File: config.mk
export PLATFORM = sky130hd
export DESIGN_NAME = fsm_seq_gen
export DESIGN_NICKNAME = d
export VERILOG_FILES = /design/src/rtl/fsm_seq_pkg.sv /design/src/rtl/fsm_seq_sat_cnt.sv /design/src/rtl/fsm_seq_gen.sv
export SDC_FILE = /design/constraint.sdc
export NUM_CORES = 1
export LEC_CHECK = 0
export CAP_MARGIN = 15
export CORE_AREA = 2 2 82 69
export DETAILED_ROUTE_END_ITERATION = 8
export DIE_AREA = 0 0 84 71
export GPL_ROUTABILITY_DRIVEN = 1
export PLACE_DENSITY = 0.73
export SLEW_MARGIN = 15
export SYNTH_ARGS = -nofsm -noshare
export SYNTH_HDL_FRONTEND = slang
export SYNTH_HIERARCHICAL = 1
export SYNTH_SLANG_ARGS = --single-unit
export TNS_END_PERCENT = 10
File: constraint.sdc
create_clock -name clk -period 1.8 [get_ports clk]
set_input_delay 0.18 -clock clk [delete_from_list [all_inputs] [get_ports clk]]
set_output_delay 0.18 -clock clk [all_outputs]
set_load 0.005 [all_outputs]
File: src/rtl/fsm_seq_pkg.sv
// Shared types and constants for the sequence generator.
// The symbol picker keeps the packed-symbol layout defined in one place.
package fsm_seq_pkg;

  localparam int MAX_LEN = 8;
  localparam int SYM_W   = 2;
  localparam int IDX_W   = $clog2(MAX_LEN);

  typedef enum logic [1:0] {
    ST_IDLE,
    ST_RST,
    ST_SEND,
    ST_DONE
  } state_t;

  function automatic logic [SYM_W-1:0] sym_at(input logic [MAX_LEN*SYM_W-1:0] seq,
                                              input logic [IDX_W-1:0] idx);
    return seq[SYM_W*idx +: SYM_W];
  endfunction

endpackage

File: src/rtl/fsm_seq_sat_cnt.sv
// Saturating up-counter that counts sequences ending with a hit.
module fsm_seq_sat_cnt #(
  parameter int CNT_W = 8
) (
  input  logic             clk,
  input  logic             rstn,
  input  logic             i_inc,
  output logic [CNT_W-1:0] o_cnt
);

  always_ff @(posedge clk or negedge rstn) begin
    if (!rstn) begin
      o_cnt <= '0;
    end else if (i_inc && (o_cnt != '1)) begin
      o_cnt <= o_cnt + CNT_W'(1);
    end
  end

endmodule

File: src/rtl/fsm_seq_gen.sv
// Stimulus sequencer: resets an attached DUT, plays a latched symbol
// sequence into it and records whether its detector fired.
module fsm_seq_gen
  import fsm_seq_pkg::*;
#(
  parameter int GAP_CYC = 1,
  parameter int CNT_W   = 8
) (
  input  logic                     clk,
  input  logic                     rstn,
  input  logic                     i_start,
  input  logic [3:0]               i_len,
  input  logic [MAX_LEN*SYM_W-1:0] i_seq,
  input  logic                     i_det,
  output logic                     o_dut_rstn,
  output logic [SYM_W-1:0]         o_symbol,
  output logic                     o_busy,
  output logic                     o_done,
  output logic                     o_hit,
  output logic                     o_err,
  output logic [CNT_W-1:0]         o_hit_cnt
);

  localparam logic [3:0] GAP_LAST = 4'(GAP_CYC - 1);

  state_t                     state;
  logic [3:0]                 gap_cnt;
  logic [IDX_W-1:0]           idx;
  logic [3:0]                 len_q;
  logic [MAX_LEN*SYM_W-1:0]   seq_q;
  logic                       hit_q;
  logic                       len_ok;
  logic                       cnt_inc;

  assign len_ok  = (i_len != 4'd0) && (i_len <= 4'(MAX_LEN));
  // The counter updates on the same edge that raises o_done, so both agree.
  assign cnt_inc = (state == ST_DONE) && (hit_q || i_det);

  fsm_seq_sat_cnt #(
    .CNT_W (CNT_W)
  ) u_hit_cnt (
    .clk   (clk),
    .rstn  (rstn),
    .i_inc (cnt_inc),
    .o_cnt (o_hit_cnt)
  );

  always_ff @(posedge clk or negedge rstn) begin
    if (!rstn) begin
      state      <= ST_IDLE;
      gap_cnt    <= '0;
      idx        <= '0;
      len_q      <= '0;
      seq_q      <= '0;
      hit_q      <= 1'b0;
      o_dut_rstn <= 1'b0;
      o_symbol   <= '0;
      o_busy     <= 1'b0;
      o_done     <= 1'b0;
      o_hit      <= 1'b0;
      o_err      <= 1'b0;
    end else begin
      o_done <= 1'b0;
      o_hit  <= 1'b0;
      o_err  <= 1'b0;
      case (state)
        ST_IDLE: begin
          if (i_start) begin
            if (len_ok) begin
              seq_q      <= i_seq;
              len_q      <= i_len;
              idx        <= '0;
              hit_q      <= 1'b0;
              gap_cnt    <= '0;
              state      <= ST_RST;
              o_busy     <= 1'b1;
              o_dut_rstn <= 1'b0;
              o_symbol   <= '0;
            end else begin
              o_err <= 1'b1;
            end
          end
        end
        ST_RST: begin
          if (gap_cnt == GAP_LAST) begin
            state      <= ST_SEND;
            o_dut_rstn <= 1'b1;
            o_symbol   <= sym_at(seq_q, '0);
          end else begin
            gap_cnt <= gap_cnt + 4'd1;
          end
        end
        ST_SEND: begin
          // The first symbol's edge is skipped: the DUT has not produced a Moore result yet.
          if ((idx != '0) && i_det) begin
            hit_q <= 1'b1;
          end
          if ({1'b0, idx} == (len_q - 4'd1)) begin
            state    <= ST_DONE;
            o_symbol <= '0;
          end else begin
            idx      <= idx + IDX_W'(1);
            o_symbol <= sym_at(seq_q, idx + IDX_W'(1));
          end
        end
        ST_DONE: begin
          state      <= ST_IDLE;
          o_busy     <= 1'b0;
          o_dut_rstn <= 1'b0;
          o_done     <= 1'b1;
          o_hit      <= hit_q | i_det;
          hit_q      <= hit_q | i_det;
        end
        default: state <= ST_IDLE;
      endcase
    end
  end

endmodule
==> flow_metrics.env, run 1 <==
export IMPL_cpPeakStageDelay_ns=0.39
export IMPL_num_nets_final=306
export IMPL_status="finished with violations"
export IMPL_clock_input_transition_at_the_sequential_cells_of_the_worst_setup_and_hold_paths_ns=0.08
export IMPL_tightest_slew_ns=0.550
export IMPL_io_pins=39
export IMPL_hpwlAfterDp_um=3520
export IMPL_total_congestion_overflow_after_global_routing=0
export IMPL_worst_path_fanout_max=3
export IMPL_synth_lib_cells_used_distinct=51
export IMPL_mappedNetlistArea_um2=2390
export IMPL_critical_path_cell_chain="ha_2 > xor2_2 > buf_4 > mux4_2 > mux2_4 > a32oi_2 > o2bb2ai_2"
export IMPL_placeableCoreArea_um2=5190
export IMPL_gp_congestion=0.825
export IMPL_syn_nets=232
export IMPL_viasPerCell=5.30
export IMPL_detailedPlace_worstSlack_ns=-0.246
export IMPL_placement_cell_area_um2=3060
export IMPL_fmax_mhz=545
export IMPL_initial_core_util=0.460
export IMPL_finalNonFillerCells=335
export IMPL_syn_instance_count=197
export IMPL_clock_sinks=45
export IMPL_endpoint_kind="flop"
export IMPL_number_of_enable_flip_flop_cells_after_synthesis=0
export IMPL_yosys_register_bits=45
export IMPL_cpMaxStageDelayCell="sky130_fd_sc_hd__dfrtp_1"
export IMPL_clock_skew_after_layout_ns=0.00545
export IMPL_overall_global_routing_resource_usage=0.172
export IMPL_std_cell_rows=24
export IMPL_vdd_ir_drop_worst_uv=800
export IMPL_die_area_um2=5960
export IMPL_cp_required_ns=1.98
export IMPL_first_global_vias=1791
export IMPL_failing_checks="negative setup slack"
export IMPL_postLayoutCellArea_um2=3240
export IMPL_finalSetupViolations=4
export IMPL_worstSkewPairLatency_ns=0.29
export IMPL_slew_headroom=0.633
export IMPL_cellPowerDensity_nw_per_um2=1560
export IMPL_antenna_found_initial=0
export IMPL_worst_slack_ns=-0.0361
export IMPL_most_common_layout_cells="45 x sky130_fd_sc_hd__dfrtp_1, 37 x sky130_fd_sc_hd__clkdlybuf4s50_1, 32 x sky130_fd_sc_hd__buf_4"
export IMPL_drtAntennaViolNets=0
export IMPL_drcViolationCount=0
export IMPL_largest_net_degree_at_the_start_of_global_routing=25
export IMPL_layout_cells_sized_above_1=0.344
export IMPL_worst_hold_slack_ns=0.404
export IMPL_clock_tree_htree_level_count=2
export IMPL_p_leak_nw=1.43
export IMPL_most_common_cell_after_layout_fill_and_taps_aside="sky130_fd_sc_hd__dfrtp_1"
export IMPL_number_of_port_buffers=38
export IMPL_fp_dieW_um=84
export IMPL_period_needed_ns=1.84
export IMPL_antennaDiodeCount=0
export IMPL_post_drt_wl_per_cell_um=14.2
export IMPL_tritoncts="yes"
export IMPL_drt_first_iter_violations=90
export IMPL_critical_path_startpoint_type="flop"
export IMPL_synthToLayoutAreaGrowth_pct=35.7
export IMPL_placed_cells=324
export IMPL_synthFlopType="sky130_fd_sc_hd__dfrtp_1"
export IMPL_die_height_um=71
export IMPL_detail_route_wirelength_um=4740
export IMPL_setup_worst_path_class="flop to flop"
export IMPL_setup_repair_after_global_routing_missed_its_margin="true"
export IMPL_clk_root_buf="sky130_fd_sc_hd__clkbuf_8"
export IMPL_synth_avg_cell_area_um2=12.1
export IMPL_timing_hold_worst_class="input port to async pin"
export IMPL_maxCapViolCount=0
export IMPL_dr_pass1_iters=4
export IMPL_ctsLongestPathBuffers=2
export IMPL_synth_warn=6
export IMPL_async_s_r_ff_share_synth=1.00
export IMPL_num_vias=1776
export IMPL_first_pass_grt_wire_length_um=8280
export IMPL_cts_made_buffers=5
export IMPL_timing_final_crit_share=1.02
export IMPL_worst_ep_arrival_time_ns=2.02
export IMPL_synth_seq_area_share=0.471
export IMPL_finalHoldViolCount=0
export IMPL_finalMaxSlewViolations=0
[final cells by class]
class                      instances  area (um2)
fill                             434        1950
multi-input combinational        132        1240
sequential                        45        1130
timing repair buffer              73         666
tap                               65        81.3
clock buffer                       5        68.8
inverter                          14        52.6
clock inverter                     1        5.00
[what timing repair did]
item,in CTS,in global routing
pin swaps,3,3
hold buffers,1,0
resized for setup,3,12
buffers inserted,2,2
cloned,0,0
endpoints found under the setup margin,3,25
hold endpoints to repair,21,0
[cells in the mapped netlist (4+ instances only)]
cell type	n	area [um2]
sky130_fd_sc_hd__a21oi_1	5	25.0
sky130_fd_sc_hd__dfrtp_1	45	1130
sky130_fd_sc_hd__ha_1	11	138
sky130_fd_sc_hd__inv_1	14	52.6
sky130_fd_sc_hd__mux2_2	22	248
sky130_fd_sc_hd__mux4_2	4	90.1
sky130_fd_sc_hd__nand2_1	12	45.0
sky130_fd_sc_hd__nor2_1	8	30.0
sky130_fd_sc_hd__nor3_1	4	20.0
sky130_fd_sc_hd__o21ai_0	8	40.0
sky130_fd_sc_hd__xor2_1	6	52.6
[path summary, 6_finish.rpt]
check,startpoint,to,slack (ns),cells past startpoint
setup / recovery,idx[0],o_symbol[0],-0.04,7
hold / removal,rstn,seq_q[7],0.40,2
setup reg to reg,idx[0],o_symbol[0],-0.04,7
hold reg to reg,seq_q[8],seq_q[8],0.51,1
max in group asynchronous,rstn,state[1],0.88,3
min in group clk,i_seq[14],seq_q[14],0.50,2
[per-layer routing]
layer  share of wire  track usage  up-vias
met2            0.45        0.271       38
met3           0.044       0.0362        2
met5               0            0        -
met4          0.0030       0.0323        0
li1                -            -      872
met1            0.50        0.250      864
[sequential cells by signal, indices dropped and copies added, names as in the netlist, 2 cells and up]
name	count
seq_q	16
u_hit_cnt/o_cnt	8
gap_cnt	4
len_q	4
idx	3
o_symbol	2
state	2
[report_power, final]
group	internal (mW)	switching (mW)	leakage, nW	total [mW]
registers	1.44	0.324	0.562	1.77
logic	1.56	1.15	0.826	2.71
clock network	0.256	0.318	0.0399	0.574
total	3.26	1.79	1.43	5.05
[cell families (layout without fill, tap and decap cells)]
group,count (synthesis),in the layout,share of synthesized area
muxes,29,29,0.156
and+or+nand+nor,41,41,0.102
xor gates and xnor gates,9,9,0.0330
adders and majority gates,11,11,0.0576
AOI/OAI and AO/OA,42,42,0.139
DFF,45,45,0.471
buffers and inverters,20,93,0.0413
[critical path: cells and delay by family (launching register included)]
kind / cells / cell delay [ns]
AO/OA/AOI/OAI: 2 / 0.26
adder cells (fa/ha/maj): 1 / 0.21
XOR/XNOR: 1 / 0.16
buffers and inverters: 1 / 0.16
flip-flops: 1 / 0.39
multiplexers: 2 / 0.56
[through the flow]
step                      setup TNS (ns)   util  total power, mW
final                            -0.0716  0.625             5.05
after global routing              -0.407  0.625             5.44
after CTS                        -0.0675  0.611             4.87
after detailed placement           -6.59  0.589             4.20
after global placement             -5.56  0.589             4.14
after floorplan                        0      -             3.24
No activity file was read; power rests on OpenSTA's default activity.
==> run 2: changes to the inputs <==
CORE_AREA = 2 2 74 76   (was 2 2 82 69)
DIE_AREA = 0 0 76 78   (was 0 0 84 71)
==> run 2 against run 1 <==
Effect of this change: the run still ends with negative setup slack left; cell count increased by 1.8%; sequential cell count unchanged; worst hold slack got worse by 0.013 ns; critical path depth decreased by 1; routed wire length increased by 1.4%; maximum frequency increased by 0.41%; global-route usage increased by 1.4 points; critical endpoint unchanged; largest cell class unchanged.
==> flow_metrics.env, run 2 (synthesis results as in run 1) <==
export IMPL_status="finished with violations"
export IMPL_failing_checks="negative setup slack"
export IMPL_total_congestion_overflow_after_global_routing=0
export IMPL_overall_global_routing_resource_usage=0.185
export IMPL_timing_final_crit_share=1.02
export IMPL_utilization=0.643
export IMPL_finalSetupViolations=2
export IMPL_detail_route_wirelength_um=4810
export IMPL_switching_share=0.353
export IMPL_reg2regPathDepth=6
export IMPL_drcViolationCount=0
export IMPL_std_cell_rows=26
export IMPL_largest_net_degree_at_the_start_of_global_routing=24
export IMPL_initial_core_util=0.474
export IMPL_multi_input_area_um2=1230
export IMPL_die_area_um2=5930
export IMPL_slew_headroom=0.648
export IMPL_worst_path_fanout_max=4
export IMPL_cts_made_buffers=5
export IMPL_sequentialPowerShare=0.350
export IMPL_num_nets_final=305
export IMPL_largest_reg_flops=16
export IMPL_worst_ep_arrival_time_ns=2.02
export IMPL_placeableCoreArea_um2=5040
export IMPL_detailedPlace_worstSlack_ns=-0.230
export IMPL_finalHoldViolCount=0
export IMPL_hpwlAfterDp_um=3550
export IMPL_num_vias=1784
export IMPL_internal_power_mw=3.25
export IMPL_die_height_um=78
export IMPL_clockPowerShare=0.127
export IMPL_number_of_port_buffers=38
export IMPL_r2r_start="idx[1]"
export IMPL_clk_root_buf="sky130_fd_sc_hd__clkbuf_8"
export IMPL_drtAntennaViolNets=0
export IMPL_viasPerCell=5.23
export IMPL_maxCapViolCount=0
export IMPL_vdd_ir_drop_worst_uv=926
export IMPL_setup_worst_path_class="flop to flop"
export IMPL_cp_required_ns=1.99
export IMPL_clock_sinks=45
export IMPL_drt_first_iter_violations=90
export IMPL_p_leak_nw=1.43
export IMPL_max_flop_register="seq_q"
export IMPL_clock_skew_after_layout_ns=0.00419
export IMPL_cellPowerDensity_nw_per_um2=1550
export IMPL_first_global_vias=1880
export IMPL_dr_pass1_iters=4
export IMPL_clock_input_transition_at_the_sequential_cells_of_the_worst_setup_and_hold_paths_ns=0.09
export IMPL_worst_slack_ns=-0.0286
export IMPL_clock_tree_htree_level_count=2
export IMPL_tightest_slew_ns=0.527
export IMPL_sequential_cell_area_um2=1130
export IMPL_critical_path_startpoint_type="flop"
export IMPL_net_switching_power_mw=1.78
export IMPL_period_needed_ns=1.83
export IMPL_io_pins=39
export IMPL_crit_reg2reg_capture="o_symbol[0]"
export IMPL_ctsLongestPathBuffers=2
export IMPL_post_drt_wl_per_cell_um=14.1
export IMPL_worst_hold_slack_ns=0.391
export IMPL_worstSkewPairLatency_ns=0.30
export IMPL_antennaDiodeCount=0
export IMPL_worst_r2r_setup_slack_ns=-0.03
export IMPL_fp_dieW_um=76
export IMPL_most_common_cell_after_layout_fill_and_taps_aside="sky130_fd_sc_hd__dfrtp_1"
export IMPL_fmax_mhz=547
export IMPL_synthToLayoutAreaGrowth_pct=35.6
export IMPL_tritoncts="yes"
export IMPL_endpoint_kind="flop"
export IMPL_finalMaxSlewViolations=0
export IMPL_combPwrFrac=0.523
export IMPL_timing_hold_worst_class="input port to async pin"
export IMPL_most_common_layout_cells="44 x sky130_fd_sc_hd__dfrtp_1, 37 x sky130_fd_sc_hd__clkdlybuf4s50_1, 31 x sky130_fd_sc_hd__buf_4"
export IMPL_antenna_found_initial=0
export IMPL_setup_repair_after_global_routing_missed_its_margin="true"
export IMPL_layout_cells_sized_above_1=0.336
export IMPL_first_pass_grt_wire_length_um=8700
export IMPL_final_fill_count=401
export IMPL_gp_congestion=0.819
export IMPL_largestRegisters="seq_q (16), u_hit_cnt/o_cnt (8)"
==> run 2: worst max-delay path, cell delays in order, from the launching register on <==
cell	delay (ns)
sky130_fd_sc_hd__dfrtp_1	0.42
sky130_fd_sc_hd__ha_4	0.20
sky130_fd_sc_hd__xor2_4	0.24
sky130_fd_sc_hd__mux4_2	0.33
sky130_fd_sc_hd__mux2_4	0.29
sky130_fd_sc_hd__a32oi_2	0.17
sky130_fd_sc_hd__o2bb2ai_1	0.07
==> run 2: layout make-up <==
cell class                      instances  share of cell area
Clock inverter                          3             0.00656
Clock buffer                            5              0.0212
Timing Repair Buffer                   72               0.203
Inverter                               14              0.0162
Sequential cell                        45               0.348
Tap cell                               70              0.0270
Multi-Input combinational cell        132               0.378
==> run 2: what timing repair did <==
item,in CTS,in global routing
buffers inserted,2,1
resized for setup,7,5
pin swaps,4,5
setup endpoints to repair,2,8
hold buffers,1,0
endpoints found under the hold margin,22,0
==> run 2: worst max path at each step <==
stage,from,endpoint,slack (ns),cells past startpoint
2_1_floorplan,idx[1],o_symbol[0],0.02,6
3_3_place_gp,i_len[1],idx[2],-0.22,6
6_report,idx[1],o_symbol[0],-0.03,6
5_1_grt,idx[0],o_symbol[1],-0.14,6
3_5_place_dp,i_len[1],idx[2],-0.23,6
4_1_cts,idx[1],o_symbol[0],-0.05,6
==> run 2: power by group through the flow <==
stage	sequential [mW]	combinational (mW)	clock (mW)
finish	1.76	2.63	0.639
global route	1.83	2.93	0.708
CTS	1.76	2.60	0.664
detailed placement	1.76	2.48	0
global placement	1.75	2.42	0
floorplan	1.71	1.53	0
==> run 2: through the flow <==
step,cell area (um2),setup TNS [ns],power (mW),std cells
5_1_grt,3240,-0.322,5.47,341
6_report,3240,-0.0552,5.03,341
3_3_place_gp,3070,-5.23,4.16,329
3_5_place_dp,3070,-5.47,4.24,329
4_1_cts,3220,-0.0945,5.02,340
2_1_floorplan,2400,0,3.24,197
==> run 2: routing by layer <==
layer | global-route usage | share of wire | vias up
met5 | 0 | 0 | -
met4 | 0.0636 | 0.015 | 0
met3 | 0.0465 | 0.048 | 8
met2 | 0.307 | 0.48 | 47
met1 | 0.239 | 0.45 | 862
li1 | - | - | 867
==> run 3: changes to the inputs <==
--- a/config.mk
+++ b/config.mk
@@ -7,3 +7,2 @@
 export LEC_CHECK = 0
-export CAP_MARGIN = 15
 export CORE_AREA = 2 2 74 76
==> constraint.sdc (replaced) <==
create_clock -name clk -period 1.8 [get_ports clk]
set_input_delay 0.45 -clock clk [delete_from_list [all_inputs] [get_ports clk]]
set_output_delay 0.45 -clock clk [all_outputs]
set_load 0.005 [all_outputs]
==> run 3 against run 2 <==
Effect of this change: the run still ends with negative setup slack left; first-iteration DRC count decreased by 46%; global-route usage increased by 0.28 points; die area is the same; count of clock-buffer cells in the layout is the same; sequential cell count stayed put; sequential share of layout area shrank 0.40 points; non-clock buffer count rose by 5; register-to-register slack barely moved; via count up 2.1%; clock skew is 0.0050 ns higher; critical path type unchanged; critical endpoint unchanged.
==> flow_metrics.env, run 3 (synthesis results as in run 1) <==
export IMPL_drcViolationCount=0
export IMPL_sequential_cell_area_um2=1130
export IMPL_maxCapViolCount=0
export IMPL_finalSetupViolations=2
export IMPL_worst_slack_ns=-0.0159
export IMPL_largest_net_degree_at_the_start_of_global_routing=19
export IMPL_tightest_slew_ns=0.404
export IMPL_gp_congestion=0.810
export IMPL_finalNonFillerCells=346
export IMPL_cp_required_ns=2.01
export IMPL_slew_headroom=0.729
export IMPL_cpMaxStageDelayCell="sky130_fd_sc_hd__dfrtp_1"
export IMPL_antennaDiodeCount=0
export IMPL_worst_ep_arrival_time_ns=2.02
export IMPL_worstSkewPairLatency_ns=0.31
export IMPL_timing_hold_worst_class="input port to async pin"
export IMPL_clock_tree_htree_level_count=2
export IMPL_postLayoutCellArea_um2=3300
export IMPL_cts_made_buffers=5
export IMPL_num_vias=1822
export IMPL_critical_path_cell_chain="ha_4 > xor2_4 > mux4_2 > mux2_4 > a32oi_1 > o2bb2ai_1"
export IMPL_fp_dieW_um=76
export IMPL_post_drt_wl_per_cell_um=14.9
export IMPL_reg2regPathDepth=6
export IMPL_setup_tns_final_ns=-0.0274
export IMPL_synthToLayoutAreaGrowth_pct=37.8
export IMPL_failing_checks="negative setup slack"
export IMPL_fmax_mhz=551
export IMPL_initial_core_util=0.474
export IMPL_first_global_vias=1874
export IMPL_max_flop_register="seq_q"
export IMPL_ctsLongestPathBuffers=2
export IMPL_final_fill_count=380
export IMPL_post_cts_hold_buffer_count=0
export IMPL_overall_global_routing_resource_usage=0.188
export IMPL_setup_worst_path_class="flop to flop"
export IMPL_detailedPlace_worstSlack_ns=-0.484
export IMPL_antenna_found_initial=0
export IMPL_cpPeakStageDelay_ns=0.43
export IMPL_multi_input_area_um2=1240
export IMPL_total_congestion_overflow_after_global_routing=0
export IMPL_num_nets_final=310
export IMPL_layout_cells_sized_above_1=0.370
export IMPL_worst_path_fanout_max=4
export IMPL_first_pass_grt_wire_length_um=8900
export IMPL_p_leak_nw=1.47
export IMPL_viasPerCell=5.27
export IMPL_number_of_port_buffers=38
export IMPL_clock_input_transition_at_the_sequential_cells_of_the_worst_setup_and_hold_paths_ns=0.09
export IMPL_most_common_cell_after_layout_fill_and_taps_aside="sky130_fd_sc_hd__dfrtp_1"
export IMPL_vdd_ir_drop_worst_uv=832
export IMPL_tritoncts="yes"
export IMPL_dr_pass1_iters=4
export IMPL_std_cell_rows=26
export IMPL_setup_repair_after_global_routing_missed_its_margin="true"
export IMPL_placeableCoreArea_um2=5040
export IMPL_die_area_um2=5930
export IMPL_critical_path_startpoint_type="flop"
export IMPL_io_pins=39
export IMPL_clk_root_buf="sky130_fd_sc_hd__clkbuf_8"
export IMPL_finalMaxSlewViolations=0
export IMPL_drtAntennaViolNets=0
export IMPL_timing_final_crit_share=1.01
export IMPL_largestRegisters="seq_q (16), u_hit_cnt/o_cnt (8)"
export IMPL_placement_cell_area_um2=3110
export IMPL_period_needed_ns=1.82
export IMPL_clock_sinks=45
export IMPL_drt_first_iter_violations=49
export IMPL_hpwlAfterDp_um=3750
export IMPL_status="finished with violations"
export IMPL_endpoint_kind="flop"
export IMPL_detail_route_wirelength_um=5150
export IMPL_cellPowerDensity_nw_per_um2=1570
export IMPL_most_common_layout_cells="40 x sky130_fd_sc_hd__dfrtp_1, 36 x sky130_fd_sc_hd__buf_4, 32 x sky130_fd_sc_hd__clkdlybuf4s50_1"
export IMPL_finalHoldViolCount=0
export IMPL_largest_reg_flops=16
export IMPL_die_height_um=78
export IMPL_placed_cells=335
export IMPL_clock_skew_after_layout_ns=0.00923
export IMPL_utilization=0.654
==> run 3: final timing paths <==
path,start,to,slack (ns)
worst max-delay path,idx[0],o_symbol[0],-0.02
worst min-delay path,rstn,len_q[2],0.05
worst max register to register,idx[0],o_symbol[0],-0.02
worst min register to register,seq_q[3],seq_q[3],0.51
max in group asynchronous,rstn,u_hit_cnt/o_cnt[6],1.17
min in group clk,seq_q[3],seq_q[3],0.51
==> run 3: report_power, final <==
part / total (mW) / leakage (nW) / internal (mW) / switching (mW)
Sequential: 1.77 / 0.555 / 1.45 / 0.326
Combinational: 2.77 / 0.873 / 1.61 / 1.16
Clock: 0.636 / 0.0439 / 0.269 / 0.368
==> run 3: metal layers <==
metal,wire length (um),global-route usage,up-vias
met2,2540,0.304,42
met1,2290,0.254,899
li1,-,-,872
met4,103,0.0709,0
met5,0,0,-
met3,213,0.0349,9
==> run 3: critical path, delay by kind of cell, from the launching register on <==
family,cells,cell delay [ns]
XOR/XNOR,1,0.20
adder cells (fa/ha/maj),1,0.20
AO/OA/AOI/OAI,2,0.27
multiplexers,2,0.61
flip-flops,1,0.43
==> run 3: per-stage QoR <==
| stage | power, mW | hold slack, ns |
|---|---|---|
| 2_1_floorplan | 3.24 | 0.154 |
| 3_3_place_gp | 4.19 | 0.406 |
| 3_5_place_dp | 4.27 | 0.401 |
| 4_1_cts | 4.98 | 0.0624 |
| 5_1_grt | 5.59 | 0.0768 |
| 6_report | 5.18 | 0.0502 |
==> run 3: area by class of cell <==
class,instances,area share
multi-input cells,132,0.376
flip-flops and latches,45,0.344
repair buffers,77,0.211
well taps,70,0.0266
clock buffers,5,0.0209
inverters,14,0.0167
clock inverters,3,0.00532
==> run 3: timing repair <==
item | in CTS | in global routing
pin swaps | 7 | 6
buffers inserted | 1 | 2
setup endpoints to repair | 32 | 32
gates resized for setup | 12 | 15
